==> src/rtl/mem_access_unit.sv <==
// Y86 memory-access stage: decodes the M-stage instruction, issues at most one
// data-memory request at a time, and bounds each wait with a timeout. Any
// non-OK result parks the stage in HALT until reset.
module mem_access_unit #(
    parameter int ADDR_W      = 64,   // byte-address width on the memory port (<= 64)
    parameter int MEM_BYTES   = 1024, // data memory size in bytes
    parameter int TIMEOUT     = 15,   // maximum wait cycles per request
    parameter int CHECK_ALIGN = 1     // 1: 8-byte alignment enforced
) (
    input  logic              clk_i,
    input  logic              rst_n_i,
    input  logic              M_valid_i,
    input  logic [3:0]        M_icode_i,
    input  logic [63:0]       M_valE_i,
    input  logic [63:0]       M_valA_i,
    input  logic [2:0]        M_stat_i,
    output logic              m_valid_o,
    output logic [63:0]       m_valM_o,
    output logic [2:0]        m_stat_o,
    output logic              m_stall_o,
    output logic              dmem_req_o,
    output logic              dmem_we_o,
    output logic [ADDR_W-1:0] dmem_addr_o,
    output logic [63:0]       dmem_wdata_o,
    input  logic              dmem_ack_i,
    input  logic              dmem_err_i,
    input  logic [63:0]       dmem_rdata_i
);

    localparam logic [3:0] I_RMMOVQ = 4'h4;
    localparam logic [3:0] I_MRMOVQ = 4'h5;
    localparam logic [3:0] I_CALL   = 4'h8;
    localparam logic [3:0] I_RET    = 4'h9;
    localparam logic [3:0] I_PUSHQ  = 4'hA;
    localparam logic [3:0] I_POPQ   = 4'hB;

    localparam logic [2:0] SAOK = 3'd1;
    localparam logic [2:0] SADR = 3'd3;

    // Counter must be able to hold TIMEOUT itself.
    localparam int CNT_W = (TIMEOUT < 1) ? 1 : $clog2(TIMEOUT + 1);

    typedef enum logic [1:0] {
        S_IDLE = 2'd0,
        S_WAIT = 2'd1,
        S_HALT = 2'd2
    } state_t;

    state_t             state;
    logic [CNT_W-1:0]   wait_cnt;

    logic               is_write;
    logic               is_read;
    logic               is_mem;
    logic [63:0]        addr_sel;
    logic               range_fault;
    logic               align_fault;
    logic               issue;
    logic [2:0]         imm_stat;

    // Decode the M-stage instruction and decide whether it needs the memory.
    always_comb begin
        is_write    = (M_icode_i == I_RMMOVQ) || (M_icode_i == I_PUSHQ) || (M_icode_i == I_CALL);
        is_read     = (M_icode_i == I_MRMOVQ) || (M_icode_i == I_POPQ)  || (M_icode_i == I_RET);
        is_mem      = is_write || is_read;
        // Stack pops read from the old stack pointer carried in valA.
        addr_sel    = ((M_icode_i == I_POPQ) || (M_icode_i == I_RET)) ? M_valA_i : M_valE_i;
        // 65-bit sum so an address near 2^64 cannot wrap into range.
        range_fault = ({1'b0, addr_sel} + 65'd8) > 65'(MEM_BYTES);
        align_fault = (CHECK_ALIGN != 0) && (addr_sel[2:0] != 3'b000);
        issue       = (state == S_IDLE) && M_valid_i && is_mem && (M_stat_i == SAOK)
                      && !range_fault && !align_fault;
        // Status for instructions that finish without touching memory.
        if (M_stat_i != SAOK) begin
            imm_stat = M_stat_i;
        end else if (is_mem && (range_fault || align_fault)) begin
            imm_stat = SADR;
        end else begin
            imm_stat = SAOK;
        end
    end

    // Hold upstream while a request is being launched or is still pending.
    always_comb begin
        m_stall_o = issue || ((state == S_WAIT) && !dmem_ack_i);
    end

    // Control FSM with registered result and request outputs.
    always_ff @(posedge clk_i or negedge rst_n_i) begin
        if (!rst_n_i) begin
            state        <= S_IDLE;
            wait_cnt     <= '0;
            m_valid_o    <= 1'b0;
            m_valM_o     <= '0;
            m_stat_o     <= SAOK;
            dmem_req_o   <= 1'b0;
            dmem_we_o    <= 1'b0;
            dmem_addr_o  <= '0;
            dmem_wdata_o <= '0;
        end else begin
            m_valid_o <= 1'b0;
            case (state)
                S_IDLE: begin
                    if (M_valid_i) begin
                        if (issue) begin
                            state        <= S_WAIT;
                            wait_cnt     <= '0;
                            dmem_req_o   <= 1'b1;
                            dmem_we_o    <= is_write;
                            dmem_addr_o  <= addr_sel[ADDR_W-1:0];
                            dmem_wdata_o <= is_write ? M_valA_i : 64'd0;
                        end else begin
                            m_valid_o <= 1'b1;
                            m_valM_o  <= '0;
                            m_stat_o  <= imm_stat;
                            if (imm_stat != SAOK) begin
                                state <= S_HALT;
                            end
                        end
                    end
                end
                S_WAIT: begin
                    if (dmem_ack_i) begin
                        // Ack wins even on the cycle the timeout would fire.
                        dmem_req_o <= 1'b0;
                        m_valid_o  <= 1'b1;
                        m_valM_o   <= dmem_we_o ? 64'd0 : dmem_rdata_i;
                        m_stat_o   <= dmem_err_i ? SADR : SAOK;
                        state      <= dmem_err_i ? S_HALT : S_IDLE;
                    end else if (wait_cnt == CNT_W'(TIMEOUT - 1)) begin
                        wait_cnt   <= wait_cnt + CNT_W'(1);
                        dmem_req_o <= 1'b0;
                        m_valid_o  <= 1'b1;
                        m_valM_o   <= '0;
                        m_stat_o   <= SADR;
                        state      <= S_HALT;
                    end else begin
                        wait_cnt <= wait_cnt + CNT_W'(1);
                    end
                end
                S_HALT: begin
                    // Frozen until reset; m_stat_o keeps the fault status.
                end
                default: begin
                    state <= S_IDLE;
                end
            endcase
        end
    end

endmodule

==> config.mk <==
export PLATFORM = sky130hd
export DESIGN_NAME = mem_access_unit
export DESIGN_NICKNAME = d
export VERILOG_FILES = /design/src/rtl/mem_access_unit.sv
export SDC_FILE = /design/constraint.sdc
export NUM_CORES = 1
export LEC_CHECK = 0
export CORE_UTILIZATION = 46
export DETAILED_ROUTE_END_ITERATION = 8
export PLACE_DENSITY = 0.9
export SYNTH_ARGS = -nofsm -noshare
export SYNTH_HDL_FRONTEND = slang
export SYNTH_SLANG_ARGS = --single-unit
==> constraint.sdc <==
create_clock -name clk_i -period 17.45 [get_ports clk_i]
set_input_delay 5.235 -clock clk_i [delete_from_list [all_inputs] [get_ports clk_i]]
set_output_delay 5.235 -clock clk_i [all_outputs]
set_load 0.02 [all_outputs]
==> results <==
## metal layers
metal / track usage (%) / share of wire, % / vias to the layer above / routed length [um]
met1: 41.3 / 39 / 5364 / 16700
met4: 15.6 / 4.9 / 0 / 2100
met2: 53.4 / 47 / 587 / 20100
met3: 7.16 / 8.5 / 109 / 3620
li1: - / - / 5152 / -
met5: 0 / 0 / - / 0
## worst max-delay path, cell delays in order
cell and delay (ns):
clkdlybuf4s50_1 0.61, nand3b_1 0.42, buf_12 0.40, or3_1 0.45, a22oi_1 0.48, nand3_1 0.36, a2111oi_1 0.48, o21ai_1 0.11
or4_4 0.56, nor4_4 0.36, o2111ai_4 0.18, o21a_1 0.18, inv_1 0.06, clkdlybuf4s50_1 0.62
## cell type report
class	instances	share of cell area, %
inverters	13	0.300
flip-flops and latches	204	31.4
repair buffers	413	25.4
clock buffers	31	4.10
diodes	1	0.0154
multi-input cells	922	35.7
clock inverters	10	0.624
well taps	319	2.46
## kinds of logic (layout without fill, tap and decap cells)
group	after synthesis	count (layout)	share of synthesized area, %
other	0	1	0
xor gates and xnor gates	34	34	2.65
buffers and inverters	80	467	3.19
muxes	59	59	5.53
AOI/OAI and AO/OA	263	263	16.3
and+or+nand+nor	563	563	26.6
adders and majority gates	3	3	0.334
DFF	204	204	45.4
## path summary, 6_finish.rpt
| check | startpoint | end | cells after the start |
|---|---|---|---|
| max | M_icode_i[3] | m_stall_o | 14 |
| min | dmem_wdata_o[1] | dmem_wdata_o[1] | 2 |
| max reg2reg | state[0] | m_stat_o[0] | 9 |
| min reg2reg | dmem_wdata_o[1] | dmem_wdata_o[1] | 2 |
| max in group asynchronous | rst_n_i | m_valM_o[22] | 2 |
| min in group asynchronous | rst_n_i | dmem_wdata_o[45] | 1 |
## flip-flops by register name (all words and copies together) (netlist names)
name	count
dmem_addr_o	64
dmem_req_o	1
dmem_wdata_o	64
dmem_we_o	1
m_stat_o	3
m_valM_o	64
m_valid_o	1
state	2
wait_cnt	4
## through the flow
step	std cells	setup WS [ns]
after floorplan	1206	1.99
after global placement	1871	1.88
after detailed placement	1871	1.75
after CTS	1912	1.74
after global routing	1913	1.31
final	1913	1.65
## power by group
part,internal [mW],switching (mW),total (mW)
clock,0.285,0.204,0.488
sequential,0.484,0.00723,0.492
combinational,0.0901,0.0962,0.186
total,0.859,0.307,1.17
## synthesized netlist by cell type (all sizes together), types with 3 or more instances
| library cell | instances | area, um2 |
|---|---|---|
| a222oi | 3 | 30.0 |
| nand4 | 35 | 219 |
| buf | 34 | 186 |
| nand3 | 53 | 265 |
| a22oi | 7 | 52.6 |
| o2111ai | 5 | 43.8 |
| nor4 | 27 | 184 |
| or2 | 8 | 50.1 |
| xor2 | 14 | 123 |
| o22ai | 10 | 62.6 |
| nand2 | 161 | 604 |
| nor4b | 3 | 32.5 |
| o21ai | 84 | 420 |
| mux2 | 15 | 169 |
| and4 | 11 | 96.3 |
| nor2 | 45 | 169 |
| a211o | 3 | 26.3 |
| mux2i | 43 | 430 |
| or4 | 6 | 48.8 |
| a21o | 5 | 37.5 |
| and2 | 63 | 394 |
| o221ai | 3 | 26.3 |
| ha | 3 | 37.5 |
| or3 | 11 | 68.8 |
| a31oi | 16 | 100 |
| o21a | 4 | 30.0 |
| clkbuf | 33 | 124 |
| nor3 | 36 | 180 |
| inv | 13 | 48.8 |
| xnor2 | 20 | 175 |
| nand4b | 3 | 26.3 |
| dfrtp | 203 | 5080 |
| nor3b | 3 | 22.5 |
| nand2b | 67 | 419 |
| o31ai | 4 | 30.0 |
| a21oi | 23 | 115 |
| and3 | 25 | 156 |
| a211oi | 5 | 37.5 |
| a22o | 66 | 578 |
==> metrics.txt <==
WS Path Type input port to output port; Layout Utilization 68.6%; slew margin rel. approximately a third; Post-Syn Nets 1,413; setup TNS 0 ns; Hold Path Class flop to flop; drc violations 0; hold_buf cts 0; Tmin final approximately 16 ns; fmax 0.0633 GHz; Synth Area per Inst 9.32 um2; DP Wirelength 32,300 um; worst path required time approximately 12 ns; synth warn 0; Mapped Area 0.0112 mm2; port bufs between 400 and 500; DR iter-0 viols 833; status finished, final reports clean; Leakage between 6 and 7 nW; die area 0.0251 mm2; Worst Setup Start Kind input port; Multi-input gate area between 0.005 and 0.006 mm2; peak supply drop 0.0631 mV; Clock transition at path regs 0.06 ns; Post-synth EDFFs 0; GRT overflow 0; Filler cells 1,793; period utilisation layout 90.5%; Sink Count approximately 200; share of flip-flops with an asynchronous set or reset 100%; Placer Congestion 0.930; vias in the first global route 10,900; WP data arrival 10.56 ns; Primary FF master, synth dfrtp_1; Area after DPL 0.0155 mm2; vias between 10,000 and 15,000; most frequent cells in the layout clkdlybuf4s50_1, dfrtp_1, nand2_1, o21ai_0, nand2b_1; r2r setup slk 13.94 ns; Worst Tran Pin Value 0.975 ns; die width 158 um; WL/cell ~22 um; Slew Limit Fails 0; Die Height 158 um; Yosys reg bits 204; Starting Density 47.5%; Ports 403; max cap viols 0; Clk Latency, worst-skew pair 0.53 ns; share of cells above drive strength 1 approximately 5.5%; CTS Buffer Depth 3; DR vias/cell between 5 and 6; core box area 0.0237 mm2; power density over the cells slightly above 70 mW/mm2; Post CTS Setup Buffer Count 0; Register Area 0.00511 mm2; htree depth 1; crit path capture type output port; sequential-to-total area share from yosys stat between 40 and 50%; first-pass GRT wire length 62,700 um; All-Layer GR Usage 32.8%; Antenna Nets Post-Route 0; largest net degree at the start of global routing 125; Worst Path Max Fanout between 100 and 150; Synth cell types 73; hold slack around 0.48 ns; Hold Vio Cnt, Final 0; Final #Nets 1,784; cell row count between 50 and 60; commonest non-fill, non-tap cell in the layout clkdlybuf4s50_1; Post-CTS Resized 0; initial antenna violation count 1; drt total wl 42,400 um; Root Buffer Master clkbuf_16; Clock Skew 0.0162 ns; CTS buffer count 23; RSZ-0062 raised after global routing false; Layout area overhead 44.5%; final setup vio count 0; Tot Pwr 1.17 mW; CTS tree built; final instance area 0.0162 mm2; First-pass DRT Iterations 8; post-synthesis instance total 1,206
No activity file was read; power rests on OpenSTA's default activity.
